File: config.mk
export PLATFORM = sky130hd
export DESIGN_NAME = hazard_stall_ctrl
export DESIGN_NICKNAME = d
export VERILOG_FILES = /design/src/rtl/cpu_pipe_pkg.sv /design/src/rtl/sat_counter.sv /design/src/rtl/hazard_stall_ctrl.sv
export SDC_FILE = /design/constraint.sdc
export NUM_CORES = 1
export LEC_CHECK = 0
export ABC_AREA = 1
export CORE_MARGIN = 2
export CORE_UTILIZATION = 25
export DETAILED_ROUTE_END_ITERATION = 10
export PLACE_DENSITY = 0.57
export SETUP_SLACK_MARGIN = 0.1
export SLEW_MARGIN = 40
export SYNTH_ARGS = -nofsm -noshare
export SYNTH_HDL_FRONTEND = slang
export SYNTH_SLANG_ARGS = --single-unit
File: constraint.sdc
create_clock -name clk_i -period 3.5 [get_ports clk_i]
set_input_delay 1.05 -clock clk_i [delete_from_list [all_inputs] [get_ports clk_i]]
set_output_delay 1.05 -clock clk_i [all_outputs]
set_load 0.03 [all_outputs]
File: src/rtl/cpu_pipe_pkg.sv
// Shared defaults and FSM state encoding for the pipeline hazard/stall controller.
package cpu_pipe_pkg;

  localparam int unsigned REG_AW_DEFAULT   = 5;
  localparam int unsigned LOAD_LAT_DEFAULT = 1;

  localparam logic ST_RUN     = 1'b0;
  localparam logic ST_LU_WAIT = 1'b1;

endpackage

File: src/rtl/sat_counter.sv
// Saturating up-counter with synchronous clear; holds at all-ones instead of wrapping.
module sat_counter #(
  parameter int unsigned WIDTH = 16
) (
  input  logic             clk_i,
  input  logic             rst_i,
  input  logic             inc_i,
  input  logic             clear_i,
  output logic [WIDTH-1:0] count_o
);

  logic [WIDTH-1:0] count_q;

  always_ff @(posedge clk_i or posedge rst_i) begin
    if (rst_i) begin
      count_q <= '0;
    end else if (clear_i) begin
      count_q <= '0;
    end else if (inc_i && (count_q != {WIDTH{1'b1}})) begin
      count_q <= count_q + WIDTH'(1);
    end
  end

  assign count_o = count_q;

endmodule

File: src/rtl/hazard_stall_ctrl.sv
// ID-stage hazard controller: load-use and branch-operand stalls, memory freeze, branch flush
// and a saturating count of cycles in which the PC did not advance.
module hazard_stall_ctrl
  import cpu_pipe_pkg::*;
#(
  parameter int unsigned REG_AW   = REG_AW_DEFAULT,
  parameter int unsigned LOAD_LAT = LOAD_LAT_DEFAULT,
  parameter bit          BR_IN_ID = 1'b1,
  parameter int unsigned CNT_W    = 16
) (
  input  logic              clk_i,
  input  logic              rst_i,
  input  logic              idex_memread_i,
  input  logic              idex_regwrite_i,
  input  logic [REG_AW-1:0] idex_rd_i,
  input  logic [REG_AW-1:0] ifid_rs_i,
  input  logic [REG_AW-1:0] ifid_rt_i,
  input  logic              ifid_branch_i,
  input  logic              branch_taken_i,
  input  logic              dmem_stall_i,
  output logic              pc_write_o,
  output logic              ifid_write_o,
  output logic              idex_bubble_o,
  output logic              ifid_flush_o,
  output logic              pipe_freeze_o,
  output logic [CNT_W-1:0]  stall_cnt_o
);

  if (LOAD_LAT == 0 || LOAD_LAT > 15) begin : g_bad_load_lat
    $error("LOAD_LAT must be in 1..15");
  end

  localparam logic [3:0] LatInit = 4'(LOAD_LAT - 1);

  logic       state_q;
  logic [3:0] lat_cnt_q;
  logic       rs_hit, rt_hit, lu_haz, br_haz, stall;

  assign rs_hit = (idex_rd_i == ifid_rs_i) && (idex_rd_i != '0);
  assign rt_hit = (idex_rd_i == ifid_rt_i) && (idex_rd_i != '0);
  assign lu_haz = idex_memread_i && (rs_hit || rt_hit);
  assign br_haz = BR_IN_ID && ifid_branch_i && idex_regwrite_i && !idex_memread_i &&
                  (rs_hit || rt_hit);
  assign stall  = (state_q == ST_LU_WAIT) || lu_haz || br_haz;

  // First stall cycle is spent in RUN, so LU_WAIT only covers the remaining LOAD_LAT-1 cycles.
  always_ff @(posedge clk_i or posedge rst_i) begin
    if (rst_i) begin
      state_q   <= ST_RUN;
      lat_cnt_q <= '0;
    end else if (!dmem_stall_i) begin
      if (state_q == ST_RUN) begin
        if (lu_haz && (LOAD_LAT > 1)) begin
          state_q   <= ST_LU_WAIT;
          lat_cnt_q <= LatInit;
        end
      end else begin
        lat_cnt_q <= lat_cnt_q - 4'd1;
        if (lat_cnt_q == 4'd1) begin
          state_q <= ST_RUN;
        end
      end
    end
  end

  always_comb begin
    pc_write_o    = 1'b1;
    ifid_write_o  = 1'b1;
    idex_bubble_o = 1'b0;
    ifid_flush_o  = 1'b0;
    pipe_freeze_o = 1'b0;
    if (rst_i) begin
      pc_write_o    = 1'b0;
      ifid_write_o  = 1'b0;
      idex_bubble_o = 1'b1;
    end else if (dmem_stall_i) begin
      pc_write_o    = 1'b0;
      ifid_write_o  = 1'b0;
      pipe_freeze_o = 1'b1;
    end else if (stall) begin
      // A taken branch is dropped here; it resolves again once its operands are ready.
      pc_write_o    = 1'b0;
      ifid_write_o  = 1'b0;
      idex_bubble_o = 1'b1;
    end else if (branch_taken_i) begin
      ifid_flush_o  = 1'b1;
    end
  end

  sat_counter #(
    .WIDTH (CNT_W)
  ) u_stall_cnt (
    .clk_i   (clk_i),
    .rst_i   (rst_i),
    .inc_i   (!pc_write_o && !rst_i),
    .clear_i (1'b0),
    .count_o (stall_cnt_o)
  );

endmodule

# Word-level counts from Yosys, hierarchy flattened
# Cells that the tools add are included.
# W data, S select, Z words.
dict set report classes {
  muxes 14
  eq_ne 4
  addsub 2
  n_reduce_logical 16
  mul 0
  shifts 0
  n_div 0
  bitwise 1
  magnitude_cmp 0
}
# cell count
set ops {}
lappend ops {{$add A16 B1 Y16 const B} 1}
lappend ops {{$ne A16 B16 Y1 const B} 1}
lappend ops {{$mux W1} 14}
lappend ops {{$eq A5 B5 Y1} 2}
lappend ops {{$logic_and A1 B1 Y1} 8}
lappend ops {{$reduce_bool A5 Y1} 1}
lappend ops {{$eq A4 B1 Y1 const B} 1}
lappend ops {{$sub A4 B1 Y4 const B} 1}
lappend ops {{$logic_not A1 Y1} 3}
lappend ops {{$logic_or A1 B1 Y1} 3}
lappend ops {{$reduce_and A2 Y1} 1}
lappend ops {{$not A1 Y1} 1}
dict set report totals {
  regBits 21
  latch_bits 0
  inputBits 22
  memories 0
  romBits 0
  ramBits 0
  word_cells 40
  output_inout_bits 21
}

# Longest topological paths before layout
# Gate-level depths: netlist of the first run.
dict set report depth {
  ltp_word 12
  mapped_depth 12
  ltp_nobuf 11
}

# Hierarchy
# Synthesis of the first run repeated with hierarchy kept, for this count alone.
dict set report unflattened {
  hier_cells 244
  area_unflattened_um2 1586.5
}
# mod cells_each seq_area_each_um2 area_each_um2 n_inst
set modules_own_cells {}
lappend modules_own_cells {sat_counter 159 400.4 1083.5 1}
lappend modules_own_cells {hazard_stall_ctrl 85 125.1 503.0 1}

# Worst setup path before layout of the first run
# Ideal clock, no wire load.
dict set report synth_timing {
  path_type {input port to output port}
  startpoint {input port idex_rd_i[2]}
  endpoint {output port pc_write_o}
  arrival_ns 2.541
  cell_stages 9
  n_path_buf 2
  setup_slack_ns -0.091
  required_time_ns 2.450
  cell_sequence {nor3_1 > nand3_1 > o21ai_0 > inv_1 > nand2_1 > nand3_4 > buf_2 > nor2_1 > buf_4}
}
dict set report synth_between {
  elab_chain_len 9
  elab_cells_between_ends 13
  cone_classes {eq/ne (2); mux (3); reduce/logical (8)}
}
# item line
set synth_rtl {}
lappend synth_rtl {{from (decl)} hazard_stall_ctrl.sv:15} ;# input logic [REG_AW-1:0] idex_rd_i,
lappend synth_rtl {{$eq A5 B5 Y1, or another cell as far along} hazard_stall_ctrl.sv:39} ;# assign rs_hit = (idex_rd_i == ifid_rs_i) && (idex_rd_i != '0);
lappend synth_rtl {{$logic_and A1 B1 Y1, on equally long branches} {hazard_stall_ctrl.sv:39, hazard_stall_ctrl.sv:40}}
lappend synth_rtl {{$logic_or A1 B1 Y1 *} {hazard_stall_ctrl.sv:41, hazard_stall_ctrl.sv:43}}
lappend synth_rtl {{$logic_and A1 B1 Y1} hazard_stall_ctrl.sv:41} ;# assign lu_haz = idex_memread_i && (rs_hit || rt_hit);
lappend synth_rtl {{$logic_or A1 B1 Y1} hazard_stall_ctrl.sv:44} ;# assign stall = (state_q == ST_LU_WAIT) || lu_haz || br_haz;
lappend synth_rtl {{$logic_or A1 B1 Y1 *} hazard_stall_ctrl.sv:44}
lappend synth_rtl {{$mux W1 * (3 in a row)} -}
lappend synth_rtl {{to (decl)} hazard_stall_ctrl.sv:21} ;# output logic pc_write_o,
# Mark *: on every way between the ends. The rest lies on a longest branch, timed or not.

# Worst setup path in the final report of the first run
dict set report layout_timing {
  startpoint {input port idex_rd_i[2]}
  endpoint {output port ifid_flush_o}
}
dict set report layout_between {
  elab_chain_len 9
  elab_cells_between_ends 13
  cone_classes {eq/ne (2); mux (3); reduce/logical (8)}
}
# item line
set layout_rtl {}
lappend layout_rtl {{$eq A5 B5 Y1, or another cell as far along} hazard_stall_ctrl.sv:39}
lappend layout_rtl {{$logic_and A1 B1 Y1, on equally long branches} {hazard_stall_ctrl.sv:39, hazard_stall_ctrl.sv:40}}
lappend layout_rtl {{$logic_or A1 B1 Y1 *} {hazard_stall_ctrl.sv:41, hazard_stall_ctrl.sv:43}}
lappend layout_rtl {{$logic_and A1 B1 Y1} hazard_stall_ctrl.sv:41}
lappend layout_rtl {{$logic_or A1 B1 Y1} hazard_stall_ctrl.sv:44}
lappend layout_rtl {{$logic_or A1 B1 Y1 *} hazard_stall_ctrl.sv:44}
lappend layout_rtl {{$mux W1 *} hazard_stall_ctrl.sv:80} ;# end else if (stall) begin
lappend layout_rtl {{$mux W1 *} hazard_stall_ctrl.sv:76} ;# end else if (dmem_stall_i) begin
lappend layout_rtl {{$mux W1 *} hazard_stall_ctrl.sv:72} ;# if (rst_i) begin
lappend layout_rtl {{to (decl)} hazard_stall_ctrl.sv:24} ;# output logic ifid_flush_o,
# Marked as above.

==> out/results.tsv, run 1 <==
stage	metric	value	unit
die	num_rows	28	
final_layout	drive_above_1_share	9.542	%
worst_setup_path	r2r_slack	1.66	ns
worst_setup_path	cp-end-kind	output pin	
power_and_ir_drop	fin_total_pwr	0.9015	mW
clock_tree	clock_path_buffers	2	
final_layout	utilization	35.59	%
power_and_ir_drop	power.static_leakage	1.085	nW
placement	dp_hpwl	2720	µm
final_layout	final_cells	337	
die	die_w	81.30	µm
sta	whs	0.4681	ns
route	drc	0	
grt	grt_pass1_wl	6009	µm
outcome	outcome	completed	
placement	io_buffers	42	
synthesis	synth.area.top_cells	dfrtp_1 35%, nand2_1 18%, nand3_1 9.0%, inv_1 7.8%, xor2_1 5.9%	
grt	grt_pass1_vias	1360	
power_and_ir_drop	max-vdd-ir-drop	0.2038	mV
route	routedWlPerCell	10.38	µm
sta	layout_min_cycle_time	3.305	ns
synthesis	syn_inst	216	
clock_tree	root_buffer	clkbuf_8	
synthesis	synthFlopType	dfrtp_1	
sta	final_max_slew_viol_count	0	
clock_tree	cts_htree_levels	1	
final_layout	nFillCells	616	
synthesis	synth.distinct_cells	21	
synthesis	syn_area_per_cell	6.916	µm²
final_layout	syn2layout_area_growth	39.36	%
route	vias	1425	
worst_setup_path	r2r_start	u_stall_cnt.count_o[0]	
synthesis	synthTopCellsByCount	70 x nand2_1, 31 x inv_1, 27 x nand3_1, 21 x dfrtp_1, 21 x nor2_1	
die	start_util	25.53	%
sta	setup_viol	0	
placement	dp.cells	333	
sta	worst_pin_slew	0.4172	ns
final_layout	stdcell_area	2082	µm²
route	totalWireLength	3498	µm
hold_path	min_path_type	flop to flop	
final_layout	nets	288	
grt	track_usage	11.56	%
synthesis	yosysTopAreaCell	dfrtp_1	
sta	finClkSkew	0.002478	ns
route	firstDrtPassIters	4	
hold_path	worstHoldPathCells	1	
clock_tree	tritoncts	yes	
synthesis	yosysMostFrequentCell	nand2_1	
synthesis	synth_top_area_share	35.18	%
clock_tree	cts-buffers-inserted	3	
worst_setup_path	cp-start-kind	primary input	
route	drt_iter0_drc	96	
die	boundaryPins	43	
worst_setup_path	ff2ff_path_depth	9	
grt	grt_max_degree	22	
final_layout	n_antenna_cell	0	
die	die_h	81.30	µm
hold_path	min_from	lat_cnt_q[3]	
synthesis	syn_nets	241	
worst_setup_path	required	2.45	ns
route	via_per_inst	4.228	
sta	max_freq	0.3026	GHz
synthesis	seq_area_frac_synth	35.18	%
worst_setup_path	r2r-end	u_stall_cnt.count_o[6]	
grt	grt_remaining_overflow	0	
placement	placed_area	2004	µm²
grt	antenna_found_initial	0	
synthesis	ys_ff_latch	21	
hold_path	holdPathEnd	lat_cnt_q[3]	
synthesis	syn_area	1494	µm²
sta	fin_crit_sh	94.42	%
sta	timing.final.ws_setup	0.1952	ns
clock_tree	clk_pin_slew	0.08	ns
sta	max-slew-margin-rel	72.16	%
run	max-cap-violations	0	
worst_setup_path	cp_max_fo	4	
worst_setup_path	critPathKind	primary input to output pin	
synthesis	synthArstFlopShare	100.0	%
die	die-area	6610	µm²
clock_tree	clkLatencyLatePin	0.26	ns
die	core	5851	µm²
worst_setup_path	critPathArrivalTime	2.25	ns
synthesis	synth_edf_count	0	
route	antenna_left	0	
placement	routabilityCongestion	0.8617	
placement	dp_slack	-0.002085	ns
sta	fin_tns_setup	0	ns
sta	grt_setup_unrepaired	no	
synthesis	synth_warnings	0	
power_and_ir_drop	power.density	433.0	nW/µm²
clock_tree	numClockSinks	21	
sta	hold_viol	0	
[worst max path at each step]
stage | start | end | slack [ns] | cells after the start
after floorplan | idex_rd_i[2] | ifid_flush_o | 0.21 | 8
after global placement | idex_rd_i[4] | idex_bubble_o | 0.01 | 10
after detailed placement | idex_rd_i[2] | ifid_flush_o | -0.002 | 9
after CTS | ifid_rt_i[0] | idex_bubble_o | 0.11 | 10
after global routing | idex_rd_i[4] | ifid_flush_o | 0.09 | 9
final | idex_rd_i[2] | ifid_flush_o | 0.20 | 9
[power by group]
group / switching, mW / internal (mW)
sequential: 0.0639 / 0.298
clock: 0.0806 / 0.0812
combinational: 0.226 / 0.152
[routing by layer]
metal  global-route usage (%)  wire (µm)  vias to the layer above
li1                         -          -                      765
met1                    14.44       1671                      636
met2                    19.51       1648                       19
met3                    2.556        131                        5
met4                    4.068         46                        0
met5                        0          0                        -
[worst max-delay path: stages]
cell and delay [ns]:
dlygate4sd2_1 0.28, buf_4 0.15, xnor2_1 0.11, nand3_1 0.07
nand2_1 0.07, nand2_2 0.10, nand3_4 0.09, nor3_2 0.15
buf_4 0.18
[what timing repair did]
item | CTS | global route
endpoints found under the setup margin | 4 | 4
buffers inserted | 0 | 0
pin swaps | 2 | 10
gates resized for setup | 6 | 16
hold buffers | 0 | 0
[cell families after synthesis]
family | after synthesis | synth area share [%]
xor+xnor | 19 | 11.14
fa+ha+maj | 3 | 2.513
buf+inv | 35 | 9.715
simple gates | 134 | 39.95
flops | 21 | 35.18
compound gates | 4 | 1.507
[layout by cell type, fill, tap and decap left out, types with 4 or more instances in the layout]
master and count:
buf_4 9, clkdlybuf4s50_1 22, dfrtp_1 21, dlygate4sd2_1 4, dlymetal6s2s_1 10, inv_1 30, nand2_1 69, nand3_1 27
nor2_1 18, nor2_2 4, nor3_1 5, xnor2_1 9, xor2_1 10
[registers in the layout (all words and copies together) (netlist names)]
register / count
state_q: 1
u_stall_cnt.count_o: 16
lat_cnt_q: 4
[layout make-up]
cell class	count	area (µm²)	area share (%)
inverters	31	116.4	5.589
repair buffers	46	457.9	22.00
well taps	75	93.84	4.507
clock buffers	4	45.04	2.163
flip-flops and latches	21	525.5	25.24
multi-input cells	160	843.3	40.50
Note: power is estimated with default switching activity, not from simulation.
==> run 2: changes to the inputs <==
--- a/config.mk
+++ b/config.mk
@@ -5,11 +5,10 @@
 export SDC_FILE = /design/constraint.sdc
 export NUM_CORES = 1
 export LEC_CHECK = 0
-export ABC_AREA = 1
 export CORE_MARGIN = 2
 export CORE_UTILIZATION = 25
 export DETAILED_ROUTE_END_ITERATION = 10
-export PLACE_DENSITY = 0.57
+export PLACE_DENSITY = 0.6
 export SETUP_SLACK_MARGIN = 0.1
 export SLEW_MARGIN = 40
 export SYNTH_ARGS = -nofsm -noshare
==> run 2 against run 1 <==
Effect of this change: register-to-register slack worse by 0.10 ns; combinational power is 4% higher; fmax is 2.0% lower; synthesized area is 21% lower; clock skew rose by 0.0052 ns; sequential share of layout area rose by 4.8 points; non-clock buffer count stayed put; count of clock-buffer cells in the layout fell by 1; clock power shrank 6%; total power increased by 2.9%; sequential cell count stayed put; critical path type unchanged; largest power group unchanged.
==> out/results.tsv, run 2 <==
stage	metric	value	unit
outcome	outcome	completed	
clock_tree	clock_path_buffers	2	
die	core	4444	µm²
sta	finClkSkew	0.007725	ns
route	firstDrtPassIters	4	
worst_setup_path	r2r_start	u_stall_cnt.count_o[7]	
sta	worst_pin_slew	0.3445	ns
placement	dp_hpwl	2119	µm
final_layout	final_cells	216	
synthesis	syn_area	1175	µm²
sta	max-slew-margin-rel	76.95	%
sta	final_max_slew_viol_count	0	
route	via_per_inst	4.477	
synthesis	synth_edf_count	0	
synthesis	syn_area_per_cell	10.22	µm²
clock_tree	root_buffer	clkbuf_8	
route	vias	967	
final_layout	utilization	39.39	%
grt	grt_remaining_overflow	0	
worst_setup_path	critPathKind	primary input to output pin	
sta	timing.final.ws_setup	0.1274	ns
synthesis	synthFlopType	dfrtp_1	
worst_setup_path	critPathLaunch	idex_rd_i[3]	
die	boundaryPins	43	
worst_setup_path	cp-start-kind	primary input	
route	antenna_left	0	
synthesis	synthArstFlopShare	100.0	%
clock_tree	clkLatencyLatePin	0.26	ns
route	drt_iter0_drc	33	
worst_setup_path	endpoint	ifid_flush_o	
hold_path	min_path_type	flop to flop	
grt	grt_pass1_wl	4443	µm
sta	fin_crit_sh	96.36	%
worst_setup_path	ff2ff_path_depth	7	
final_layout	stdcell_area	1750	µm²
route	drc	0	
placement	dp_slack	-0.3506	ns
final_layout	largest_reg_flops	16	
route	routedWlPerCell	11.94	µm
grt	track_usage	10.69	%
clock_tree	cts-buffers-inserted	3	
synthesis	ys_ff_latch	21	
final_layout	syn2layout_area_growth	48.99	%
synthesis	yosysTopAreaCell	dfrtp_1	
die	start_util	26.44	%
final_layout	final_common_cell	clkdlybuf4s50_1	
synthesis	synth.distinct_cells	27	
sta	whs	0.4802	ns
clock_tree	clk_pin_slew	0.07	ns
placement	placed_area	1695	µm²
sta	fin_tns_setup	0	ns
sta	grt_setup_unrepaired	yes	
worst_setup_path	critPathArrivalTime	2.32	ns
final_layout	n_antenna_cell	0	
synthesis	synth.area.top_cells	dfrtp_1 45%, xor2_1 12%, xnor2_1 8.9%, nand2_1 3.8%, nand3_1 3.4%	
clock_tree	numClockSinks	21	
worst_setup_path	cp_max_fo	3	
synthesis	syn_nets	140	
grt	antenna_found_initial	0	
worst_setup_path	r2r_slack	1.56	ns
sta	setup_viol	0	
grt	grt_max_degree	23	
sta	layout_min_cycle_time	3.373	ns
synthesis	syn_inst	115	
placement	routabilityCongestion	0.7589	
run	max-cap-violations	0	
power_and_ir_drop	power.density	530.0	nW/µm²
placement	io_buffers	42	
synthesis	seq_area_frac_synth	44.73	%
synthesis	yosysMostFrequentCell	dfrtp_1	
sta	max_freq	0.2965	GHz
route	totalWireLength	2579	µm
clock_tree	post-cts-setup-buffers	0	
power_and_ir_drop	max-vdd-ir-drop	0.1862	mV
die	die_h	72.55	µm
sta	hold_viol	0	
worst_setup_path	r2r-end	u_stall_cnt.count_o[10]	
clock_tree	cts_htree_levels	1	
grt	grt_pass1_vias	994	
final_layout	nets	190	
final_layout	final_cell_mix	22 x clkdlybuf4s50_1, 21 x dfrtp_1, 15 x xor2_1	
power_and_ir_drop	power.static_leakage	0.7826	nW
synthesis	synthTopCellsByCount	21 x dfrtp_1, 16 x xor2_1, 12 x nand2_1, 12 x xnor2_1, 9 x nor2_1	
clock_tree	tritoncts	yes	
final_layout	drive_above_1_share	20.73	%
worst_setup_path	required	2.45	ns
power_and_ir_drop	fin_total_pwr	0.9277	mW
placement	dp.cells	212	
worst_setup_path	cp-end-kind	output pin	
die	die-area	5264	µm²
synthesis	synth_warnings	0	
synthesis	synth_top_area_share	44.73	%
die	die_w	72.55	µm
die	num_rows	24	
-- run 2: cells by family after synthesis --
group                      Yosys count  synth area share, %
AOI/OAI and AO/OA                    8                6.710
xor gates and xnor gates            28                20.87
buffers and inverters                9                3.195
DFF                                 21                44.73
adders and majority gates            3                3.195
and+or+nand+nor                     46                21.30
-- run 2: worst max-delay path: stages --
cell     delay [ns]
buf_6          0.10
or4_4          0.54
nor2_4         0.12
o31ai_4        0.09
nor3_4         0.14
and2_4         0.16
buf_6          0.12
-- run 2: worst min path at each step --
stage	startpoint	endpoint	slack [ns]	cells after the start
floorplan	lat_cnt_q[3]	lat_cnt_q[3]	0.44	1
global placement	lat_cnt_q[3]	lat_cnt_q[3]	0.46	1
detailed placement	lat_cnt_q[3]	lat_cnt_q[3]	0.46	1
CTS	lat_cnt_q[3]	lat_cnt_q[3]	0.48	1
global route	lat_cnt_q[3]	lat_cnt_q[3]	0.50	1
finish	lat_cnt_q[3]	lat_cnt_q[3]	0.48	1
-- run 2: cell type report --
cell class                 instances  area [µm²]
clock inverter                     1       5.005
timing repair buffer              46       429.2
multi-input combinational         85       654.4
clock buffer                       3       41.29
sequential                        21       525.5
tap                               52       65.06
fill                             438        2694
inverter                           8       30.03
-- run 2: power breakdown --
group | switching [mW] | total (mW) | leakage (nW) | internal [mW]
Sequential | 0.0727 | 0.380 | 0.264 | 0.307
Clock | 0.0740 | 0.153 | 0.0255 | 0.0791
Combinational | 0.212 | 0.395 | 0.493 | 0.182
Total | 0.359 | 0.928 | 0.783 | 0.568
-- run 2: metal layers --
layer	track usage, %	vias to the layer above	wire length, µm
li1	-	487	-
met4	4.938	0	34
met1	12.54	441	1092
met3	2.222	2	183
met2	18.59	37	1269
met5	0	-	0
-- run 2: what timing repair did --
item,in CTS,in global routing
pin swaps,13,2
resized for setup,35,14
cloned,0,0
endpoints found under the setup margin,4,4
hold buffers,0,0
==> run 3: changes to the inputs <==
==> constraint.sdc (replaced) <==
create_clock -name clk_i -period 4.3 [get_ports clk_i]
set_input_delay 1.29 -clock clk_i [delete_from_list [all_inputs] [get_ports clk_i]]
set_output_delay 1.29 -clock clk_i [all_outputs]
set_load 0.005 [all_outputs]
==> run 3 against run 2 <==
Effect of this change: setup slack better by 0.052 ns; critical path type unchanged; cell count is 1.9% higher; die area stayed put; via count is 4.0% higher; core utilization is 0.20 points higher; sequential share of layout area is 0.15 points lower; largest cell class unchanged; critical endpoint unchanged.
==> out/results.tsv, run 3 (same netlist as run 2, synthesis figures left out) <==
stage	metric	value	unit
final_layout	final_cell_mix	24 x clkdlybuf4s50_1, 21 x dfrtp_1, 16 x xor2_1	
power_and_ir_drop	power_switching	0.2281	mW
route	firstDrtPassIters	4	
clock_tree	clock_path_buffers	2	
sta	finClkSkew	0.003871	ns
clock_tree	cts_htree_levels	1	
final_layout	largest_reg_flops	16	
grt	grt_remaining_overflow	0	
power_and_ir_drop	max-vdd-ir-drop	0.1589	mV
sta	max-slew-margin-rel	77.56	%
sta	hold_viol	0	
final_layout	drive_above_1_share	15.48	%
die	num_rows	24	
worst_setup_path	ff2ff_path_depth	7	
grt	grt_pass1_vias	1012	
clock_tree	numClockSinks	21	
grt	antenna_found_initial	0	
power_and_ir_drop	power.density	389.4	nW/µm²
power_and_ir_drop	fin_total_pwr	0.6850	mW
sta	final_max_slew_viol_count	0	
route	routed.top_layer	met4	
die	die-area	5264	µm²
power_and_ir_drop	power.static_leakage	0.8233	nW
route	via_per_inst	4.573	
placement	dp.cells	215	
route	wl_met3	126	µm
power_and_ir_drop	p_clk_share	18.9	%
die	boundaryPins	43	
clock_tree	clkLatencyLatePin	0.26	ns
power_and_ir_drop	combPwrFrac	36.0	%
worst_setup_path	cp_slowest_cell	clkdlybuf4s50_1	
sta	setup_viol	0	
clock_tree	cts_hold_buf	0	
die	die_h	72.55	µm
outcome	outcome	completed	
worst_setup_path	path_cells	clkdlybuf4s50_1 -> xor2_1 -> nor2_1 -> a22oi_2 -> o31ai_4 -> nor3_2 -> buf_4 -> and2_1 -> buf_2	
power_and_ir_drop	p_int	0.4570	mW
die	start_util	26.44	%
hold_path	min_from	lat_cnt_q[3]	
worst_setup_path	required	3.01	ns
route	drc	0	
worst_setup_path	crit_path_max_incr_delay	0.41	ns
die	core	4444	µm²
route	m1WireLength	1184	µm
route	routedWlPerCell	12.03	µm
hold_path	min_path_type	flop to flop	
route	totalWireLength	2646	µm
final_layout	syn2layout_area_growth	49.73	%
route	wl_met2	1301	µm
final_layout	n_antenna_cell	0	
sta	worst_pin_slew	0.3353	ns
route	drt_iter0_drc	66	
final_layout	nets	194	
final_layout	utilization	39.58	%
clock_tree	clk_pin_slew	0.08	ns
power_and_ir_drop	swShare	33.29	%
grt	track_usage	10.54	%
hold_path	holdPathEnd	lat_cnt_q[3]	
sta	layout_min_cycle_time	4.121	ns
sta	grt_setup_unrepaired	no	
placement	routabilityCongestion	0.7770	
worst_setup_path	r2r-end	u_stall_cnt.count_o[9]	
final_layout	multi_input_area	629.4	µm²
route	vias	1006	
clock_tree	cts-buffers-inserted	3	
grt	grt_max_degree	23	
grt	grt_pass1_wl	4402	µm
final_layout	final_cells	220	
placement	io_buffers	42	
worst_setup_path	critPathArrivalTime	2.83	ns
worst_setup_path	r2r_start	u_stall_cnt.count_o[7]	
power_and_ir_drop	p_seq_share	45.2	%
worst_setup_path	critPathKind	primary input to output pin	
die	die_w	72.55	µm
run	max-cap-violations	0	
final_layout	area.sequential	525.5	µm²
sta	timing.final.ws_setup	0.1794	ns
clock_tree	root_buffer	clkbuf_8	
placement	dp_hpwl	2075	µm
worst_setup_path	cp-end-kind	output pin	
final_layout	nFillCells	445	
clock_tree	tritoncts	yes	
worst_setup_path	cp_max_fo	3	
route	antenna_left	0	
placement	dp_slack	-0.5077	ns
worst_setup_path	r2r_slack	2.42	ns
sta	max_freq	0.2427	GHz
final_layout	final_common_cell	clkdlybuf4s50_1	
hold_path	worstHoldPathCells	1	
sta	fin_crit_sh	95.83	%
worst_setup_path	cp-start-kind	primary input	
-- run 3: cell types whose count changed in the layout (fill, tap and decap cells not counted), sizes merged --
cell,previous run,this run
clkdlybuf4s15,4,1
dlymetal6s2s,0,4
clkdlybuf4s50,22,24
buf,13,9
dlygate4sd2,4,10
clkbuf,6,5
-- run 3: timing repair --
| action | CTS | global route |
|---|---|---|
| gates resized for setup | 22 | 8 |
| endpoints found under the setup margin | 4 | 2 |
| pin swaps | 8 | 8 |
| buffers inserted | 1 | 0 |
-- run 3: per-layer routing --
layer | global-route usage [%] | up-vias
met5 | 0 | -
met4 | 1.852 | 0
met3 | 1.944 | 4
met2 | 18.69 | 43
met1 | 13.47 | 470
li1 | - | 489
-- run 3: area by class of cell --
cell class / count / area share [%]
Multi-Input combinational cell: 85 / 35.78
Sequential cell: 21 / 29.87
Timing Repair Buffer: 50 / 26.32
Tap cell: 52 / 3.698
Clock buffer: 3 / 2.347
Inverter: 8 / 1.707
Clock inverter: 1 / 0.2845
-- run 3: worst max-delay path by stage --
stage / start / end / slack, ns / cells after the start
after floorplan: idex_rd_i[1] / ifid_flush_o / 0.48 / 5
after global placement: idex_rd_i[1] / ifid_flush_o / -0.41 / 7
after detailed placement: idex_rd_i[1] / ifid_flush_o / -0.51 / 9
after CTS: ifid_rt_i[2] / ifid_flush_o / 0.13 / 9
after global routing: ifid_rs_i[1] / ifid_flush_o / 0.10 / 9
final: ifid_rs_i[1] / ifid_flush_o / 0.18 / 9
-- run 3: worst max-delay path: cells and delay by family --
kind            cells  cell delay (ns)
compound gates      2             0.37
xor+xnor            1             0.16
simple gates        3             0.34
buf+inv             3             0.67
-- run 3: power groups by stage --
stage	logic [mW]	registers, mW	clock network (mW)
2_1_floorplan	0.128	0.303	0
3_3_place_gp	0.246	0.307	0
3_5_place_dp	0.253	0.313	0
4_1_cts	0.252	0.309	0.134
5_1_grt	0.278	0.318	0.144
6_report	0.246	0.309	0.129
-- run 3: stage by stage --
stage | TNS, ns | instance area [µm²] | hold WS, ns
finish | 0 | 1759 | 0.4795
global route | 0 | 1759 | 0.5022
CTS | 0 | 1757 | 0.4794
detailed placement | -1.592 | 1705 | 0.4596
global placement | -1.345 | 1705 | 0.4567
floorplan | 0 | 1175 | 0.4426
